<file path="src/rtl/fft_out_streamer.sv">
// Captures the FFT core's parallel result bus on endop and streams it as
// N_POINTS complex beats over valid/ready. Define FFT_OUT_BITREV_EN to read bins bit-reversed.
module fft_out_streamer #(
    parameter int N_POINTS = 16,
    parameter int DATA_W   = 16,
    parameter int IDX_W    = 4
) (
    input  logic                           clock,
    input  logic                           reset,
    input  logic [2*DATA_W*N_POINTS-1:0]   Data_Out,
    input  logic                           endop,
    input  logic                           out_ready,
    input  logic                           overrun_clr,
    output logic                           out_valid,
    output logic [DATA_W-1:0]              out_re,
    output logic [DATA_W-1:0]              out_im,
    output logic [IDX_W-1:0]               out_index,
    output logic                           out_last,
    output logic                           busy,
    output logic                           overrun
);

    localparam int BUS_W = 2 * DATA_W * N_POINTS;
    localparam int SMP_W = 2 * DATA_W;
    localparam logic [0:0] ST_IDLE   = 1'b0;
    localparam logic [0:0] ST_STREAM = 1'b1;
    localparam logic [IDX_W-1:0] LAST_IDX = IDX_W'(N_POINTS - 1);

    logic [0:0]       state_reg;
    logic [IDX_W-1:0] count_reg;
    logic [BUS_W-1:0] buf_reg;
    logic             overrun_reg;

    logic             streaming;
    logic             beat_xfer;
    logic             last_xfer;
    logic             capture;
    logic             drop;
    logic [IDX_W-1:0] rd_addr;
    logic [SMP_W-1:0] sample_arr [N_POINTS];
    logic [SMP_W-1:0] cur_sample;

    assign streaming = (state_reg == ST_STREAM);
    assign beat_xfer = streaming && out_ready;
    assign last_xfer = beat_xfer && (count_reg == LAST_IDX);
    // A new frame may be taken either when idle or exactly on the closing beat.
    assign capture   = endop && (!streaming || last_xfer);
    assign drop      = endop && streaming && !last_xfer;

    genvar gi;
    generate
        for (gi = 0; gi < N_POINTS; gi++) begin : g_unpack
            assign sample_arr[gi] = buf_reg[SMP_W*gi +: SMP_W];
        end
`ifdef FFT_OUT_BITREV_EN
        for (gi = 0; gi < IDX_W; gi++) begin : g_rev
            assign rd_addr[gi] = count_reg[IDX_W-1-gi];
        end
`else
        assign rd_addr = count_reg;
`endif
    endgenerate

    assign cur_sample = sample_arr[rd_addr];

    always_ff @(posedge clock or posedge reset) begin
        if (reset) begin
            state_reg   <= ST_IDLE;
            count_reg   <= '0;
            buf_reg     <= '0;
            overrun_reg <= 1'b0;
        end else begin
            if (capture) begin
                buf_reg   <= Data_Out;
                count_reg <= '0;
                state_reg <= ST_STREAM;
            end else if (last_xfer) begin
                count_reg <= '0;
                state_reg <= ST_IDLE;
            end else if (beat_xfer) begin
                count_reg <= count_reg + IDX_W'(1);
            end

            // Set has priority so a drop is never lost to a simultaneous clear.
            if (drop) begin
                overrun_reg <= 1'b1;
            end else if (overrun_clr) begin
                overrun_reg <= 1'b0;
            end
        end
    end

    assign out_valid = streaming;
    assign out_re    = cur_sample[SMP_W-1:DATA_W];
    assign out_im    = cur_sample[DATA_W-1:0];
    assign out_index = count_reg;
    assign out_last  = streaming && (count_reg == LAST_IDX);
    assign busy      = streaming;
    assign overrun   = overrun_reg;

endmodule

</file>
<file path="config.mk">
export PLATFORM = sky130hd
export DESIGN_NAME = fft_out_streamer
export DESIGN_NICKNAME = d
export VERILOG_FILES = /design/src/rtl/fft_out_streamer.sv
export SDC_FILE = /design/constraint.sdc
export NUM_CORES = 1
export LEC_CHECK = 0
export ABC_AREA = 0
export CAP_MARGIN = 20
export CORE_ASPECT_RATIO = 1.4
export CORE_UTILIZATION = 45
export DETAILED_ROUTE_END_ITERATION = 8
export PLACE_DENSITY = 0.85
export SETUP_SLACK_MARGIN = 0.02
export SLEW_MARGIN = 5
export SYNTH_ARGS = -nofsm -noshare
export SYNTH_HDL_FRONTEND = slang
export SYNTH_SLANG_ARGS = --single-unit
</file>
<file path="constraint.sdc">
create_clock -name clock -period 18.75 [get_ports clock]
set_clock_uncertainty 0.1 [all_clocks]
set_input_delay 3.75 -clock clock [delete_from_list [all_inputs] [get_ports clock]]
set_output_delay 3.75 -clock clock [all_outputs]
set_load 0.01 [all_outputs]
</file>
=== Word-level counts from Yosys, hierarchy flattened ===
Index checks and enable logic that the tools add are counted.

* Bits in latches: 0
* Memories kept: 0
* Output and inout bits: 40
* Logic and storage cells: 30
* ROM bits: 0
* Bits in writable memories: 0
* Bits of input ports: 517
* Register bits: 518

* Bitwise logic cells: 1
* Divide/modulo/power cells: 0
* Multiply operators: 0
* Reductions and logical operators: 12
* Multiplexer cells: 10
* Equal/unequal tests: 1
* Add/subtract/negate cells: 1
* Order comparisons: 1
* Shift-type cells: 0

{| class="wikitable"
|+ Operator list
! kind !! count
|-
| 32-bit binary-select mux with 4-bit select || 1
|-
| 32-bit 2-to-1 mux || 2
|-
| 4-bit 2-to-1 mux || 3
|-
| 1-bit logical AND || 6
|-
| 5-bit >= comparator, second input constant || 1
|-
| 4-bit inverter with 5-bit output || 1
|-
| 4-bit by 1-bit adder with 4-bit output, second input constant || 1
|-
| 4-bit equality test, second input constant || 1
|-
| 1-bit 2-to-1 mux || 4
|-
| 2-bit nonzero test || 2
|-
| 3-bit nonzero test || 1
|-
| 1-bit zero test || 2
|-
| 1-bit logical OR || 1
|}

=== Longest topological paths before layout ===
Gate-level depths: netlist of run 1.

* Depth after elaboration: 5
* Mapped depth: 7
* Mapped depth without buffers: 5

=== Least setup slack after synthesis of run 1 ===
Ideal clock, no wire load.

* Kind: reg2out
* Start: register count_reg[0] (netlist: out_index[0])
* End: output out_im[10]
* Path slack: 13.126 ns
* Cell stages (with the launch flop): 7
* Arrival time: 1.774 ns
* Path buffers: 3
* Required time: 14.900 ns
* Path through: dfrtp_1 > buf_2 > buf_2 > buf_2 > mux4_2 > a22oi_1 > nand2_1

* Cells in the longest elaborated chain, start to end: 4

{| class="wikitable"
|+ RTL lines
! what !! RTL line !! text
|-
| from (decl) || 30 || <nowiki>logic [IDX_W-1:0] count_reg;</nowiki>
|-
| from (signal assigned) || 81 || <nowiki>count_reg <= count_reg + IDX_W'(1);</nowiki>
|-
| 4-bit inverter with 5-bit output (implied by the code) || 64 || <nowiki>assign cur_sample = sample_arr[rd_addr];</nowiki>
|-
| 32-bit binary-select mux with 4-bit select || 64 ||
|-
| 32-bit 2-to-1 mux (implied by the code) (2 in series) || 64 ||
|-
| to (decl) || 16 || <nowiki>output logic [DATA_W-1:0] out_im,</nowiki>
|}

No other way between the ends. The select of a mux whose other input is x is not followed.

=== Worst setup path after layout of run 1 ===
* Start: register count_reg[0] (netlist: out_index[0])
* End: output out_im[14]

Same word-level chain as after synthesis.

==> results_dict.tcl, run 1 <==
set metrics [dict create \
    outcome "completed" \
    syn_area_sq_um 23400 \
    largest_register_ffs 512 \
    finish.utilization 0.610 \
    cp-end-kind "primary output" \
    holdWs_ps 402 \
    dp_cells 2635 \
    yosysSeqAreaShare 0.555 \
    die_h_microns 272 \
    final_antenna_net_count 0 \
    max-slew-margin-rel 0.177 \
    fin_nets 2558 \
    drive_gt1_frac 0.329 \
    r2r_slack_ps 12440 \
    holdPathStages 1 \
    cp_max_fo 50 \
    worstPathCellList "buf_4 -> buf_4 -> mux2i_1 -> a221oi_1 -> o21ai_0 -> nand2_1 -> clkdlybuf4s50_1" \
    cts_hold_repair.buffers 0 \
    htreeDepth 2 \
    worstRegToRegCells 10 \
    rr_startpoint "out_index[0]$_DFFE_PP0P_" \
    core_area_sq_um 51100 \
    worst-path-buf-inv 3 \
    crit_required_ps 14900 \
    die-area_sq_um 52900 \
    vias 15678 \
    ioPinCount 557 \
    cp_top_family "buffers and inverters" \
    cpPeakStageDelay_ps 1010 \
    start_util 0.457 \
    critPathKind "reg2out" \
    post_drt_wl_per_cell_microns 24.4 \
    cts_tree "built" \
    syn_inst 1525 \
    track_usage 0.252 \
    hold_viol 0 \
    maxCapViolations 0 \
    dp_hpwl_microns 45800 \
    rsz0062_at_grt "false" \
    cp_slowest_cell "dfrtp_4" \
    antenna_found_initial 30 \
    yosys.cell_types.count 26 \
    finalSetupViolCount 0 \
    cp.arrival_ps 4920 \
    grt_pass1_wl_microns 102000 \
    num_rows 98 \
    fin_crit_sh 0.468 \
    fmax_ghz 0.114 \
    dieWidth_microns 195 \
    yosys_warnings 0 \
    cts.sinks 518 \
    hold_end "buf_reg[55]$_DFFE_PP0P_" \
    r2r_end "buf_reg[334]$_DFFE_PP0P_" \
    p_leak_uw 0.0130 \
    period_needed_ps 8770 \
    tightest_slew_ps 1230 \
    cp-start-kind "register" \
    ir_worst_vdd_mv 0.0921 \
    place_congestion 0.907 \
    cts_buffer_depth 3 \
    ys_ff_latch 518 \
    cts_setup_buffers 0 \
    grt_max_degree 188 \
    critPathLaunch "out_index[0]$_DFFE_PP0P_" \
    clkTransAtPathRegs_ps 60 \
    cp_common_cell "buf_4" \
    p_per_area_nw_per_um2 155 \
    syn_to_final_growth_pct 33.4 \
    finalWorstSetupSlack_ps 9980 \
    maxSlewViolCount 0 \
    syn_avg_cell_area_sq_um 15.3 \
    worstHoldPathType "reg2reg" \
    hp-start "buf_reg[55]$_DFFE_PP0P_" \
    cts_root_buf "clkbuf_16" \
    drtIter0Drc 897 \
    finalNonFillerCells 2756 \
    worstSkewPairLatency_ps 580 \
    cts_buffers 50 \
    viasPerCell 5.69 \
    drt_wl_total_microns 67200 \
    grt_overflow_total 0 \
    syn-num-nets 2043 \
    firstDrtPassIters 5 \
    post_cts_resized 0 \
    pre_cts_slack_ps 9550 \
    setup_tns_ps 0 \
    io_buffers 556 \
    drc 0 \
    grt_pass1_vias 17130 \
]
stage by stage:
step	instance area, sq um	total power (uW)
CTS	31000	4850
detailed placement	29300	3750
global route	31200	5080
floorplan	23400	3070
finish	31200	4840
global placement	29300	3640
cells in the final DEF (no fill, tap or decap), drive strengths merged:
cell,instances
and3,2
a22oi,32
nor2b,1
a21oi,3
a221oi,64
nand4,2
a21boi,1
inv,5
mux4,64
mux2i,129
mux2,512
bufinv,5
o22ai,1
clkinvlp,2
o21ai,36
a21o,1
nor2,1
nand3,2
clkdlybuf4s50,556
dfrtp,518
o31ai,1
diode,30
buf,19
and2,2
clkbuf,76
ha,1
clkinv,4
nand2,36
synth_stat cells:
library cell	count	area [sq um]
clkbuf_1	24	90.1
ha_1	1	12.5
a22oi_1	32	240
inv_1	3	11.3
nand3_1	2	10.0
buf_4	54	405
a21oi_2	1	8.76
a21boi_0	1	7.51
a21o_1	1	7.51
mux2i_1	129	1290
dfrtp_1	518	13000
mux4_2	64	1440
a221oi_1	64	561
nor2b_1	1	6.26
o21ai_0	36	180
nand4_1	2	12.5
nand2_1	36	135
o31ai_1	1	7.51
buf_2	34	170
mux2_2	512	5770
a21oi_1	2	10.0
nor2_1	1	3.75
and3_1	2	12.5
clkinv_1	1	3.75
and2_1	2	12.5
o22ai_1	1	6.26
logic make-up after synthesis:
logic type / Yosys count / share of synthesized area
buf+inv: 116 / 0.0291
compound gates: 139 / 0.0440
fa+ha+maj: 1 / 0.000535
flops: 518 / 0.555
simple gates: 46 / 0.00824
mux: 705 / 0.364
worst max-delay path by stage:
stage / to / slack [ps] / cells after the start
4_1_cts: out_im[15] / 9870 / 7
5_1_grt: out_im[14] / 9630 / 7
2_1_floorplan: buf_reg[0]$_DFFE_PP0P_ / 430 / 1
3_5_place_dp: buf_reg[366]$_DFFE_PP0P_ / 9550 / 8
3_3_place_gp: buf_reg[271]$_DFFE_PP0P_ / 9710 / 8
6_report: out_im[14] / 9980 / 7
layout make-up:
cell class / instances / area (sq um)
Multi-Input combinational cell: 891 / 9750
Tap cell: 650 / 813
Clock buffer: 76 / 1560
Timing Repair Buffer: 575 / 5790
Fill cell: 3770 / 19900
Antenna cell: 30 / 75.1
Clock inverter: 12 / 196
Sequential cell: 518 / 13000
Inverter: 4 / 22.5
routing by layer:
| metal | vias to the layer above | routed length (microns) | GRT usage |
|---|---|---|---|
| met5 | - | 13 | 0 |
| met4 | 2 | 2950 | 0.133 |
| met3 | 163 | 4360 | 0.0522 |
| met2 | 602 | 35900 | 0.445 |
| met1 | 8122 | 24000 | 0.286 |
| li1 | 6789 | - | - |
report_power, final:
part	switching [uW]	internal [uW]	leakage, uW
Sequential	327	1670	0.00630
Combinational	737	1030	0.00582
Clock	440	642	0.000863
Power figures use the tool's default switching activity.
==> run 2: changes to the inputs <==
--- a/config.mk
+++ b/config.mk
@@ -8,9 +8,9 @@
 export ABC_AREA = 0
 export CAP_MARGIN = 20
 export CORE_ASPECT_RATIO = 1.4
-export CORE_UTILIZATION = 45
+export CORE_UTILIZATION = 50
 export DETAILED_ROUTE_END_ITERATION = 8
-export PLACE_DENSITY = 0.85
+export PLACE_DENSITY = 0.89
 export SETUP_SLACK_MARGIN = 0.02
 export SLEW_MARGIN = 5
 export SYNTH_ARGS = -nofsm -noshare
==> constraint.sdc (replaced) <==
create_clock -name clock -period 8.98 [get_ports clock]
set_clock_uncertainty 0.1 [all_clocks]
set_input_delay 1.796 -clock clock [delete_from_list [all_inputs] [get_ports clock]]
set_output_delay 1.796 -clock clock [all_outputs]
set_load 0.01 [all_outputs]
==> results_dict.tcl, run 2 (synthesis gave the netlist of run 1 again) <==
set metrics [dict create \
    cts_tree "built" \
    fmax_ghz 0.167 \
    cp-end-kind "primary output" \
    critPathKind "reg2out" \
    vias 15685 \
    rsz0062_at_grt "false" \
    grt_overflow_total 0 \
    mostFrequentLayoutCells "clkdlybuf4s50_1 (556), dfrtp_1 (514), mux2_2 (512), mux2i_1 (129)" \
    cts_buffers 50 \
    finalNonFillerCells 2738 \
    hold_viol 0 \
    cts_buffer_depth 3 \
    worstHoldPathType "reg2reg" \
    start_util 0.507 \
    grt_pass1_wl_microns 102000 \
    period_needed_ps 5980 \
    clkTransAtPathRegs_ps 60 \
    fin_crit_sh 0.665 \
    num_rows 93 \
    p_per_area_nw_per_um2 322 \
    worst-path-buf-inv 2 \
    dp_cells 2603 \
    cp-start-kind "register" \
    p_leak_uw 0.0129 \
    die-area_sq_um 47600 \
    htreeDepth 2 \
    cts.sinks 518 \
    crit_required_ps 7080 \
    io_buffers 556 \
    maxCapViolations 0 \
    track_usage 0.286 \
    die_h_microns 258 \
    antenna_found_initial 42 \
    cts_setup_buffers 0 \
    outcome "completed" \
    worstSkewPairLatency_ps 560 \
    place_congestion 0.906 \
    drc 0 \
    finish.utilization 0.675 \
    finalSetupViolCount 0 \
    core_area_sq_um 46100 \
    post_cts_resized 0 \
    cpPeakStageDelay_ps 1010 \
    syn_to_final_growth_pct 33.0 \
    grt_max_degree 205 \
    setup_tns_ps 0 \
    dp_hpwl_microns 47300 \
    grt_pass1_vias 17382 \
    post_drt_wl_per_cell_microns 24.9 \
    cp_max_fo 40 \
    viasPerCell 5.73 \
    ioPinCount 557 \
    maxSlewViolCount 0 \
    worstPathCellList "and2_2 -> buf_4 -> a221oi_1 -> a22oi_1 -> nand2_1 -> clkdlybuf4s50_1" \
    final_common_cell "clkdlybuf4s50_1" \
    drt_wl_total_microns 68300 \
    cts_hold_repair.buffers 0 \
    fillers 3133 \
    cts_root_buf "clkbuf_16" \
    max-slew-margin-rel 0.265 \
    cp_slowest_cell "dfrtp_2" \
    largest_register_ffs 512 \
    drive_gt1_frac 0.327 \
    drtIter0Drc 1016 \
    dieWidth_microns 185 \
    fin_nets 2558 \
    cp.arrival_ps 4080 \
    ir_worst_vdd_mv 0.217 \
    cp_top_family "buffers and inverters" \
    tightest_slew_ps 1100 \
    r2r_slack_ps 4470 \
    firstDrtPassIters 7 \
    final_antenna_net_count 0 \
]
==> run 2: changes by cell type in the layout (fill, tap and decap cells not counted), moves of 3 or more <==
cell	change
clkbuf_1	+7
bufinv_16	-3
diode_2	+12
clkbuf_8	-5
==> run 2: power breakdown <==
| part | internal, uW | switching [uW] | leakage, uW |
|---|---|---|---|
| registers | 3480 | 755 | 0.00630 |
| clock network | 1220 | 914 | 0.000808 |
| logic | 2150 | 1500 | 0.00582 |
==> run 2: area by class of cell <==
type	count	area [sq um]	share of cell area
well taps	617	772	0.0248
diodes	42	105	0.00338
clock inverters	13	131	0.00423
clock buffers	78	1520	0.0489
repair buffers	575	5820	0.187
multi-input cells	891	9750	0.314
flip-flops and latches	518	13000	0.417
inverters	4	18.8	0.000604
==> run 2: worst paths after layout <==
path,cells past startpoint,to,startpoint
hold / removal,1,buf_reg[347]$_DFFE_PP0P_,buf_reg[347]$_DFFE_PP0P_
hold reg to reg,1,buf_reg[347]$_DFFE_PP0P_,buf_reg[347]$_DFFE_PP0P_
setup reg to reg,8,buf_reg[11]$_DFFE_PP0P_,out_index[0]$_DFFE_PP0P_
max in group asynchronous,4,buf_reg[361]$_DFFE_PP0P_,reset
min in group asynchronous,2,buf_reg[91]$_DFFE_PP0P_,reset
setup / recovery,6,out_im[4],out_index[2]$_DFFE_PP0P_
==> run 2: routing by layer <==
metal / global-route usage / vias up / share of wire
met5: 0 / - / 0
met4: 0.200 / 0 / 0.060
met3: 0.0591 / 197 / 0.069
met2: 0.472 / 651 / 0.51
met1: 0.333 / 8028 / 0.36
li1: - / 6809 / -
==> run 2: metrics by stage <==
step | setup slack (ps) | hold slack (ps) | total power (uW) | cell area [sq um]
after global routing | 2870 | 416 | 10500 | 31100
after detailed placement | 3630 | 391 | 7860 | 29300
after floorplan | 47.7 | 375 | 6400 | 23400
after CTS | 2930 | 405 | 10100 | 30900
after global placement | 3710 | 384 | 7630 | 29200
final | 3000 | 401 | 10000 | 31100
